### src/rtl/trap_sequencer_pkg.sv
// Shared core definitions: trap FSM state encodings, exception cause codes
// and the machine-mode CSR address list.
package trap_sequencer_pkg;

    typedef enum logic [2:0] {
        ST_IDLE   = 3'd0,
        ST_FLUSH  = 3'd1,
        ST_VECTOR = 3'd2,
        ST_RETURN = 3'd3,
        ST_HALT   = 3'd4
    } trap_state_e;

    localparam logic [3:0] CAUSE_INSTR_MISALIGNED = 4'd0;
    localparam logic [3:0] CAUSE_ILLEGAL          = 4'd2;
    localparam logic [3:0] CAUSE_LOAD_MISALIGNED  = 4'd4;
    localparam logic [3:0] CAUSE_STORE_MISALIGNED = 4'd6;

    localparam logic [11:0] CSR_MSTATUS  = 12'h300;
    localparam logic [11:0] CSR_MISA     = 12'h301;
    localparam logic [11:0] CSR_MIE      = 12'h304;
    localparam logic [11:0] CSR_MTVEC    = 12'h305;
    localparam logic [11:0] CSR_MSCRATCH = 12'h340;
    localparam logic [11:0] CSR_MEPC     = 12'h341;
    localparam logic [11:0] CSR_MCAUSE   = 12'h342;
    localparam logic [11:0] CSR_MTVAL    = 12'h343;
    localparam logic [11:0] CSR_MIP      = 12'h344;

    localparam logic [15:0] TRAP_COUNT_MAX = 16'hFFFF;

endpackage

### src/rtl/trap_sequencer.sv
// Trap/return sequencer: turns exceptions and MRET into flush, stall and
// redirect pulses, tracks handler occupancy and halts on a double fault.
module trap_sequencer
    import trap_sequencer_pkg::*;
#(
    parameter logic [15:0] COUNT_RESET_VALUE = 16'h0000
) (
    input  logic        clk,
    input  logic        resetb,
    input  logic        exc_valid,
    input  logic [3:0]  exc_code,
    input  logic        mret,
    input  logic [31:0] mepc,
    input  logic [31:0] mtvec_base,
    input  logic        halt_clear,
    output logic        flush_fd,
    output logic        flush_xb,
    output logic        stall_fetch,
    output logic        redirect_valid,
    output logic [31:0] redirect_pc,
    output logic [3:0]  cause_q,
    output logic        in_handler,
    output logic        double_fault,
    output logic [15:0] trap_count
);

    trap_state_e state_q, state_d;
    logic [3:0]  cause_d;
    logic        in_handler_q, in_handler_d;
    logic        double_fault_q, double_fault_d;
    logic [15:0] trap_count_q, trap_count_d;
    logic [15:0] trap_count_inc;
    logic [31:0] redirect_pc_q, redirect_pc_d;
    logic        unused_mtvec_bits;

    // Direct mode only: the low two vector bits carry no meaning here.
    assign unused_mtvec_bits = ^mtvec_base[1:0];

    assign trap_count_inc = (trap_count_q == TRAP_COUNT_MAX) ? trap_count_q
                                                             : trap_count_q + 16'd1;

    always_comb begin
        state_d        = state_q;
        cause_d        = cause_q;
        in_handler_d   = in_handler_q;
        double_fault_d = double_fault_q;
        trap_count_d   = trap_count_q;
        redirect_pc_d  = redirect_pc_q;

        case (state_q)
            ST_IDLE: begin
                // Exception outranks a coincident MRET.
                if (exc_valid) begin
                    if (in_handler_q) begin
                        state_d        = ST_HALT;
                        double_fault_d = 1'b1;
                    end else begin
                        state_d      = ST_FLUSH;
                        cause_d      = exc_code;
                        trap_count_d = trap_count_inc;
                    end
                end else if (mret) begin
                    if (in_handler_q) begin
                        state_d       = ST_RETURN;
                        redirect_pc_d = mepc;
                    end else begin
                        state_d      = ST_FLUSH;
                        cause_d      = CAUSE_ILLEGAL;
                        trap_count_d = trap_count_inc;
                    end
                end
            end
            ST_FLUSH: begin
                redirect_pc_d = {mtvec_base[31:2], 2'b00};
                state_d       = ST_VECTOR;
            end
            ST_VECTOR: begin
                in_handler_d = 1'b1;
                state_d      = ST_IDLE;
            end
            ST_RETURN: begin
                in_handler_d = 1'b0;
                state_d      = ST_IDLE;
            end
            ST_HALT: begin
                if (halt_clear) begin
                    state_d        = ST_IDLE;
                    double_fault_d = 1'b0;
                    in_handler_d   = 1'b0;
                end
            end
            default: state_d = ST_IDLE;
        endcase
    end

    always_comb begin
        flush_fd       = 1'b0;
        flush_xb       = 1'b0;
        stall_fetch    = 1'b0;
        redirect_valid = 1'b0;
        case (state_q)
            ST_FLUSH, ST_HALT: begin
                flush_fd    = 1'b1;
                flush_xb    = 1'b1;
                stall_fetch = 1'b1;
            end
            ST_VECTOR: begin
                redirect_valid = 1'b1;
                flush_fd       = 1'b1;
            end
            ST_RETURN: begin
                redirect_valid = 1'b1;
                flush_fd       = 1'b1;
                flush_xb       = 1'b1;
            end
            default: ;
        endcase
    end

    always_ff @(posedge clk or negedge resetb) begin
        if (!resetb) begin
            state_q        <= ST_IDLE;
            cause_q        <= 4'd0;
            in_handler_q   <= 1'b0;
            double_fault_q <= 1'b0;
            trap_count_q   <= COUNT_RESET_VALUE;
            redirect_pc_q  <= 32'd0;
        end else begin
            state_q        <= state_d;
            cause_q        <= cause_d;
            in_handler_q   <= in_handler_d;
            double_fault_q <= double_fault_d;
            trap_count_q   <= trap_count_d;
            redirect_pc_q  <= redirect_pc_d;
        end
    end

    assign redirect_pc  = redirect_pc_q;
    assign in_handler   = in_handler_q;
    assign double_fault = double_fault_q;
    assign trap_count   = trap_count_q;

endmodule

### config.mk
export PLATFORM = sky130hd
export DESIGN_NAME = trap_sequencer
export DESIGN_NICKNAME = d
export VERILOG_FILES = /design/src/rtl/trap_sequencer_pkg.sv /design/src/rtl/trap_sequencer.sv
export SDC_FILE = /design/constraint.sdc
export NUM_CORES = 1
export LEC_CHECK = 0
export ABC_AREA = 1
export BUFFER_PORTS_ARGS = -buffer_cell sky130_fd_sc_hd__buf_2
export CAP_MARGIN = 20
export CORE_ASPECT_RATIO = 2
export CORE_MARGIN = 5
export CORE_UTILIZATION = 40
export DETAILED_ROUTE_END_ITERATION = 10
export GPL_ROUTABILITY_DRIVEN = 0
export PLACE_DENSITY = 0.69
export SETUP_SLACK_MARGIN = 0.2
export SKIP_CTS_REPAIR_TIMING = 1
export SYNTH_ARGS = -nofsm -noshare
export SYNTH_HDL_FRONTEND = slang
export SYNTH_SLANG_ARGS = --single-unit
### constraint.sdc
create_clock -name clk -period 2.95 [get_ports clk]
set_input_delay 0.4425 -clock clk [delete_from_list [all_inputs] [get_ports clk]]
set_output_delay 0.4425 -clock clk [all_outputs]
set_load 0.02 [all_outputs]
==> impl_metrics.csv <==
group,metric,value,unit
place,dp_hpwl,6820,µm
sta,finalSetupTns,0,ns
sta,min_period,2.37,ns
worst_hold_path,holdCritPathClass,"in -> async",
yosys,syn_avg_cell_area,6.96,µm²
worst_setup_path,slowest_stage,"dfrtp_1",
sta,rsz0062_at_grt,"false",
worst_setup_path,end_kind,"primary output",
grt,grt_pass1_wl,14300,µm
route,viasPerCell,4.90,
worst_setup_path,critPathRequiredTime,2.51,ns
finish,register_area,1430,µm²
grt,antenna_found_initial,0,
yosys,ys_warn_count,0,
cts,numCtsBuffers,9,
finish,drive_gt1_share,27.1,%
sta,max-slew-margin-rel,39.6,%
finish,area_delta_synth_final,31.8,%
cts,cts_buffer_depth,2,
pwr,vdd_drop_max,571,µV
yosys,yosysSeqAreaShare,46.3,%
flow_run,maxCapViolations,0,
cts,cts.sinks,57,
route,wl_per_cell,13.4,µm
floorplanning,coreArea,7540,µm²
finish,num-nets-final,642,
place,place_inst,651,
worst_setup_path,crit_top_cell,"nand2_1",
sta,finalMaxSlewViolations,0,
pwr,p_total,4440,µW
yosys,syn-cell-area,3080,µm²
cts,root_buffer,"clkbuf_16",
route,drc,0,
finish,utilization,53.8,%
cts,cts_tree,"yes",
worst_setup_path,slowest_delay,0.43,ns
route,num_vias,3266,
floorplanning,num_rows,45,
floorplanning,die_w,72.0,µm
yosys,ys_ff_latch,57,
cts,clk_latency,0.32,ns
sta,setup-violations-final,0,
route,ant_nets,0,
grt,grt_max_degree,41,
floorplanning,start_util,40.8,%
sta,hold_viol,0,
worst_setup_path,critPathArrivalTime,1.93,ns
yosys,synth.distinct_cells,24,
route,firstDrtPassIters,4,
pwr,powerDensity,1100,nW/µm²
finish,final_cell_mix,"nand2_1, buf_2, dfrtp_1",
worst_setup_path,crit_path_cell_trace,"nor2_4 -> buf_4 -> nand2_1 -> nand2_1 -> o21bai_1 -> buf_2",
grt,grt_pass1_vias,3159,
floorplanning,die_y,134,µm
cts,htree_levels,3,
yosys,synthesis.nets,516,
worst_setup_path,cp-start-kind,"flop",
finish,diodes,0,
cts,clkTransAtPathRegs,0.05,ns
grt,grt_usage,19.0,%
route,routed_wl,8960,µm
finish,layout_commonest_cell,"nand2_1",
yosys,synth_cells,442,
pwr,p_leak,0.00234,µW
finish,fin_cells,667,
floorplanning,dieArea,9660,µm²
outcome,status,"complete, no violations",
sta,max_freq,0.422,GHz
finish,n_fill_cell,789,
grt,grt-ovfl-total,0,
sta,period_share,80.4,%
route,drtIter0Drc,168,
finish,multi_input_area,1470,µm²
place,io_buffer_count,128,
worst_setup_path,cp_max_fo,27,
floorplanning,top_level_ports,131,
worst_setup_path,critPathKind,"reg -> out",
sta,skew,0.00455,ns
sta,max_slew.worst_pin.slew,0.906,ns
[Yosys cell counts, drive strengths merged]
master  count  area share, %
a21oi       2           0.33
buf        14            2.5
clkbuf      4           0.49
dfrtp      57             46
ha          1           0.41
inv        23            2.8
nand2     238             29
nand3      45            7.3
nand4       7            1.4
nor2       26            3.9
nor3        2           0.49
o21ai      16            2.7
o21bai      1           0.24
xnor2       6            1.7
[per-layer routing]
metal	vias to the layer above	wire [µm]	track usage (%)
li1	1629	-	-
met1	1520	3200	19.8
met5	-	0	0
met3	28	467	4.28
met2	89	4940	33.7
met4	0	347	11.3
[worst max-delay path: cells and delay by family, from the launching register on]
kind / cells / cell delay (ns)
flops: 1 / 0.43
compound gates: 1 / 0.10
simple gates: 3 / 0.58
buf+inv: 2 / 0.48
[power breakdown]
part           switching [µW]  internal [µW]
logic                    1480            666
clock network             335            608
registers                 257           1100
[flip-flops by register name, summed over array words and instances (netlist names)]
register,cells
trap_count,16
cause_q,4
state_q,3
redirect_pc,32
double_fault,1
in_handler,1
[logic make-up (layout without fill, tap and decap cells)]
family | after synthesis | after routing | share of synthesized area [%]
AND/OR/NAND/NOR | 318 | 318 | 42.5
flip-flops | 57 | 57 | 46.3
buffers and inverters | 41 | 172 | 5.77
AO/OA/AOI/OAI | 19 | 19 | 3.29
XOR/XNOR | 6 | 6 | 1.71
adder cells (fa/ha/maj) | 1 | 1 | 0.406
[area by class of cell]
| class | instances | share of cell area (%) |
|---|---|---|
| multi-input combinational | 344 | 36.3 |
| sequential | 57 | 35.2 |
| timing repair buffer | 133 | 16.7 |
| clock buffer | 13 | 6.41 |
| tap | 94 | 2.90 |
| inverter | 23 | 2.13 |
| clock inverter | 3 | 0.370 |
[through the flow]
stage          area, µm²  hold slack [ns]  setup WS [ns]
2_1_floorplan       3080            0.147           1.18
3_3_place_gp        3780            0.459          0.941
3_5_place_dp        3780            0.460          0.853
4_1_cts             4060            0.278          0.526
5_1_grt             4060            0.324          0.416
6_report            4060            0.248          0.578
[path summary, 6_finish.rpt]
path                                        startpoint                           to  slack (ns)  cells after the start
max                             state_q[2]$_DFFE_PN0P_                     flush_xb        0.58                      6
min                                             resetb   trap_count[10]$_DFFE_PN0P_        0.25                      1
max reg2reg                     state_q[2]$_DFFE_PN0P_   redirect_pc[8]$_DFFE_PN0P_        0.87                      8
min reg2reg                redirect_pc[13]$_DFFE_PN0P_  redirect_pc[13]$_DFFE_PN0P_        0.48                      2
max in group asynchronous                       resetb    trap_count[1]$_DFFE_PN0P_        1.90                      2
min in group clk                            halt_clear       state_q[2]$_DFFE_PN0P_        0.36                      2
No activity file was read; power rests on OpenSTA's default activity.
